File: config.mk
export PLATFORM = sky130hd
export DESIGN_NAME = axi4_lite_reg_sub
export DESIGN_NICKNAME = d
export VERILOG_FILES = /design/src/rtl/axi4_lite_reg_sub.sv
export SDC_FILE = /design/constraint.sdc
export NUM_CORES = 1
export LEC_CHECK = 0
export CORE_AREA = 2 2 262 264
export DETAILED_ROUTE_END_ITERATION = 10
export DIE_AREA = 0 0 264 266
export HOLD_SLACK_MARGIN = 0.08
export PLACE_DENSITY_LB_ADDON = 0.25
export SETUP_SLACK_MARGIN = 0.15
export SLEW_MARGIN = 20
export SYNTH_ARGS = -nofsm -noshare
export SYNTH_HDL_FRONTEND = slang
export SYNTH_SLANG_ARGS = --single-unit
export TNS_END_PERCENT = 100
File: constraint.sdc
create_clock -name aclk -period 24.2 [get_ports aclk]
set_clock_uncertainty 0.2 [all_clocks]
set_input_delay 2.42 -clock aclk [delete_from_list [all_inputs] [get_ports aclk]]
set_output_delay 2.42 -clock aclk [all_outputs]
set_load 0.02 [all_outputs]
File: src/rtl/axi4_lite_reg_sub.sv
// AXI4-Lite register bank: NUM_REGS word registers behind independent write and read FSMs,
// with a flat register view and a one-hot write strobe for downstream logic.
module axi4_lite_reg_sub #(
  parameter int ADDR_WIDTH = 32,
  parameter int DATA_WIDTH = 32,
  parameter int NUM_REGS   = 16
) (
  input  logic                           aclk,
  input  logic                           areset,
  input  logic                           awvalid,
  input  logic [ADDR_WIDTH-1:0]          awaddr,
  output logic                           awready,
  input  logic                           wvalid,
  input  logic [DATA_WIDTH-1:0]          wdata,
  output logic                           wready,
  output logic                           bvalid,
  output logic [2:0]                     bresp,
  input  logic                           bready,
  input  logic                           arvalid,
  input  logic [ADDR_WIDTH-1:0]          araddr,
  output logic                           arready,
  output logic                           rvalid,
  output logic [DATA_WIDTH-1:0]          rdata,
  input  logic                           rready,
  output logic [NUM_REGS*DATA_WIDTH-1:0] regs_q,
  output logic [NUM_REGS-1:0]            wr_pulse
);

  localparam int IDX_W = $clog2(NUM_REGS);

  typedef enum logic {W_IDLE, W_RESP} wState_e;
  typedef enum logic {R_IDLE, R_DATA} rState_e;

  function automatic logic addrOk(input logic [ADDR_WIDTH-1:0] a);
    return (a[1:0] == 2'b00) && ((a >> (2 + IDX_W)) == '0);
  endfunction

  function automatic logic [IDX_W-1:0] idxOf(input logic [ADDR_WIDTH-1:0] a);
    return a[2 +: IDX_W];
  endfunction

  wState_e                 wState_q, wState_d;
  rState_e                 rState_q, rState_d;
  logic                    live_q;
  logic                    awCap_q, awCap_d;
  logic                    wCap_q, wCap_d;
  logic [ADDR_WIDTH-1:0]   awAddr_q;
  logic [DATA_WIDTH-1:0]   wData_q;
  logic [2:0]              bresp_q;
  logic [DATA_WIDTH-1:0]   rdata_q;
  logic [NUM_REGS-1:0]     wrPulse_q, wrPulse_d;
  logic [DATA_WIDTH-1:0]   regFile_q [NUM_REGS];

  logic                    awHs, wHs, arHs, commit, wrOk;
  logic [ADDR_WIDTH-1:0]   curAddr;
  logic [DATA_WIDTH-1:0]   curData;
  logic [IDX_W-1:0]        wrIdx;

  // Readies stay low until the first clock edge after reset release (live_q).
  assign awready = live_q && (wState_q == W_IDLE) && !awCap_q;
  assign wready  = live_q && (wState_q == W_IDLE) && !wCap_q;
  assign arready = live_q && (rState_q == R_IDLE);
  assign bvalid  = (wState_q == W_RESP);
  assign rvalid  = (rState_q == R_DATA);
  assign bresp   = bresp_q;
  assign rdata   = rdata_q;
  assign wr_pulse = wrPulse_q;

  assign awHs = awvalid && awready;
  assign wHs  = wvalid && wready;
  assign arHs = arvalid && arready;

  assign curAddr = awCap_q ? awAddr_q : awaddr;
  assign curData = wCap_q ? wData_q : wdata;
  assign commit  = (wState_q == W_IDLE) && (awCap_q || awHs) && (wCap_q || wHs);
  assign wrOk    = addrOk(curAddr);
  assign wrIdx   = idxOf(curAddr);

  for (genvar g = 0; g < NUM_REGS; g++) begin : gFlat
    assign regs_q[g*DATA_WIDTH +: DATA_WIDTH] = regFile_q[g];
  end

  always_comb begin
    wState_d  = wState_q;
    rState_d  = rState_q;
    awCap_d   = awCap_q || awHs;
    wCap_d    = wCap_q || wHs;
    wrPulse_d = '0;
    case (wState_q)
      W_IDLE: begin
        if (commit) begin
          wState_d = W_RESP;
          awCap_d  = 1'b0;
          wCap_d   = 1'b0;
          if (wrOk) wrPulse_d[wrIdx] = 1'b1;
        end
      end
      W_RESP:  if (bready) wState_d = W_IDLE;
      default: wState_d = W_IDLE;
    endcase
    case (rState_q)
      R_IDLE:  if (arHs) rState_d = R_DATA;
      R_DATA:  if (rready) rState_d = R_IDLE;
      default: rState_d = R_IDLE;
    endcase
  end

  // A read sampling on the commit edge sees the pre-write value via non-blocking semantics.
  always_ff @(posedge aclk or posedge areset) begin
    if (areset) begin
      wState_q  <= W_IDLE;
      rState_q  <= R_IDLE;
      live_q    <= 1'b0;
      awCap_q   <= 1'b0;
      wCap_q    <= 1'b0;
      awAddr_q  <= '0;
      wData_q   <= '0;
      bresp_q   <= 3'b000;
      rdata_q   <= '0;
      wrPulse_q <= '0;
      for (int i = 0; i < NUM_REGS; i++) regFile_q[i] <= '0;
    end else begin
      wState_q  <= wState_d;
      rState_q  <= rState_d;
      live_q    <= 1'b1;
      awCap_q   <= awCap_d;
      wCap_q    <= wCap_d;
      wrPulse_q <= wrPulse_d;
      if (awHs) awAddr_q <= awaddr;
      if (wHs)  wData_q  <= wdata;
      if (commit) begin
        bresp_q <= wrOk ? 3'b000 : 3'b010;
        if (wrOk) regFile_q[wrIdx] <= curData;
      end
      if (arHs) rdata_q <= addrOk(araddr) ? regFile_q[idxOf(araddr)] : '0;
    end
  end

endmodule

==> impl_metrics.yaml <==
route:
  antenna_left: 0
  wl_um: 102000
  dr.pass1.iters: 5
  route.detailed.drc: 0
  vias: 19393
  avgViaCountPerCell: 5.81
  drt-wirelength-per-cell_um: 30.7
  first_iter_violations: 1272
yosys:
  synth_top_area_frac: 0.562
  async_reset_ff_frac: 1.00
  seq_area_frac_synth: 0.562
  synth_seq_cells: 630
  netlist_area_um2: 28000
  synth_edf_count: 0
  synthCells: 1778
  yosysWarnings: 0
  synth.area.top_cells: "dfrtp_1 56%, mux2_2 24%, mux4_2 10%"
  synth_flop_cell: "dfrtp_1"
  avgSynthCellArea_um2: 15.8
  ys_types: 44
  synth_top_cell_by_area: "dfrtp_1"
global_routing:
  grt-ovfl-total: 0
  grt_pass1_wl_um: 147000
  grt_use_total: 0.288
  grt_pass1_vias: 20432
  grt_max_degree: 184
  antenna_found_initial: 5
sta:
  rsz0062_at_grt: "false"
  finalSetupViolations: 0
  tns_ps: 0
  slew_violations: 0
  tightest_slew_ps: 1140
  relSlewSlack: 0.243
  hold_violations: 0
  worst_slack_ps: 18800
  final.min_clock_period_ps: 5400
  clock.fmax_mhz: 185
  period_share: 0.223
worst_setup_path:
  rr_startpoint: "awCap_q"
  ff2ff_path_depth: 7
  worstReg2RegEnd: "regs_q[338]"
  endpoint_kind: "register"
  required_ps: 24480
  rrSetupSlack_ps: 19850
  critPathSlowestCell: "nand4_1"
  crit_top_cell: "buf_4"
  cp_max_fo: 22
  worstPathArrival_ps: 5680
  timing.critical_path.cells: "clkdlybuf4s50_1, o22ai_1, or3_1, a221oi_4, buf_4, nand4_1, buf_4, mux2_2"
  cpPeakStageDelay_ps: 700
  criticalPathCategory: "input port to register"
  worstSetupStartpointType: "input port"
die:
  row_count: 96
  die_width_um: 264
  dieArea_um2: 70200
  core_area_um2: 67700
  io_pins: 671
  die_y_um: 266
  start_util: 0.414
finish:
  multiInputGateArea_um2: 11600
  final_util: 0.558
  fin_nets: 2498
  drive_gt1_frac: 0.360
  fin_cells: 3335
  ff_latch_area_um2: 15800
  synthToLayoutAreaGrowth_pct: 34.9
  fillCellCount: 5461
hold_path:
  worstHoldStart: "rdata[1]"
  hold_class: "register to register"
  min_to: "rdata[1]"
  hold_path_depth: 1
placed_design:
  dp_hpwl_um: 69400
  placed_cells: 3203
  gp_congestion: 0.867
  post-place-ws_ps: 18190
  portBuffers: 668
cts:
  root_buffer: "clkbuf_16"
  cts_tree: "yes"
  cts_resized: 0
  clock-sinks: 630
  holdBufCountCts: 0
  cts_made_buffers: 70
  clkTransAtPathRegs_ps: 60
  clock_path_buffers: 3
  post_cts_buffers: 0
  worstSkewPairLatency_ps: 610
  h-tree-depth: 3
power_and_ir_drop:
  power_mw: 2.69
  leakage_nw: 17.2
  ir_worst_vdd_uv: 47.7
  p_per_area_nw_per_um2: 71.1
run:
  maxCapViolCount: 0
outcome:
  outcome: "finished clean"
[cell usage in the layout, fill, tap and decap left out, drive strengths merged, types with 2 or more instances in the layout]
| cell type | instances |
|---|---|
| and2 | 3 |
| nand4 | 19 |
| nand3 | 2 |
| clkbuf | 100 |
| nor4 | 27 |
| mux4 | 128 |
| clkdlybuf4s50 | 666 |
| a22o | 34 |
| mux2 | 608 |
| o21ai | 3 |
| a32oi | 2 |
| nand2 | 43 |
| inv | 9 |
| nor3 | 9 |
| buf | 31 |
| a32o | 2 |
| nor2 | 9 |
| diode | 3 |
| bufinv | 5 |
| conb | 3 |
| nor3b | 2 |
| o22a | 3 |
| nor2b | 7 |
| nor4b | 2 |
| nand2b | 5 |
| clkinv | 17 |
| o22ai | 3 |
| a22oi | 65 |
| a21oi | 2 |
| dfrtp | 630 |
[stage by stage]
| stage | area (um^2) | hold slack [ps] |
|---|---|---|
| floorplan | 28100 | 275 |
| global placement | 35400 | 283 |
| detailed placement | 35400 | 291 |
| CTS | 37800 | 306 |
| global route | 37800 | 311 |
| finish | 37800 | 302 |
[layer usage]
layer / vias up / wire (um) / GRT usage
met5: - / 44 / 0
met1: 10374 / 38400 / 0.340
met3: 194 / 8850 / 0.0911
met2: 830 / 50900 / 0.489
met4: 6 / 4040 / 0.117
li1: 7989 / - / -
[worst max path at each step]
stage	from	end	slack [ps]	cells after the start
3_3_place_gp	wvalid	regs_q[343]	18230	8
2_1_floorplan	areset	awAddr_q[0]	3930	1
3_5_place_dp	wvalid	regs_q[336]	18190	8
5_1_grt	awaddr[24]	regs_q[336]	18630	8
6_report	wvalid	regs_q[338]	18800	8
4_1_cts	wvalid	regs_q[334]	18830	8
[synth_stat cells (3+ instances only)]
cell type  instances
mux2_1            19
o22a_1             3
nand4_4            9
buf_2             33
dfrtp_1          630
a22oi_1           65
mux4_2           128
nor2b_1            7
buf_4              3
buf_1             20
nor4_1            27
buf_6             11
nor2_1             9
a22o_1            34
mux2_2           589
nand2b_1           5
clkbuf_1          86
inv_1              5
nor3_1             9
nand4_1           10
o21ai_0            3
nand2_1           42
[cell families (layout without fill, tap and decap cells)]
group / count (synthesis) / in the layout / share of synthesized area
muxes: 737 / 737 / 0.347
DFF: 630 / 630 / 0.562
and+or+nand+nor: 130 / 130 / 0.0291
other: 2 / 6 / 0.000268
AOI/OAI and AO/OA: 121 / 121 / 0.0353
buffers and inverters: 158 / 829 / 0.0260
[worst max-delay path, delay by kind of cell]
family | cells | cell delay, ps
buffers and inverters | 3 | 1430
AO/OA/AOI/OAI | 2 | 320
multiplexers | 1 | 330
AND/OR/NAND/NOR | 2 | 1150
[sequential cells by signal, summed over array words and instances, names as in the netlist]
| register | flops |
|---|---|
| bvalid | 1 |
| regs_q | 512 |
| rdata | 32 |
| rvalid | 1 |
| wCap_q | 1 |
| bresp | 1 |
| awAddr_q | 32 |
| wData_q | 32 |
| live_q | 1 |
| wr_pulse | 16 |
| awCap_q | 1 |
[power breakdown]
group / switching [mW] / internal [mW]
clock network: 0.445 / 0.639
registers: 0.0549 / 1.13
logic: 0.255 / 0.168
[cell type report]
| class | instances | share of cell area |
|---|---|---|
| Sequential cell | 630 | 0.417 |
| Clock buffer | 100 | 0.0533 |
| Inverter | 5 | 0.000695 |
| Multi-Input combinational cell | 991 | 0.307 |
| Clock inverter | 27 | 0.00853 |
| Timing Repair Buffer | 697 | 0.185 |
| Antenna cell | 3 | 0.000198 |
| Tap cell | 882 | 0.0292 |
Power figures use the tool's default switching activity.
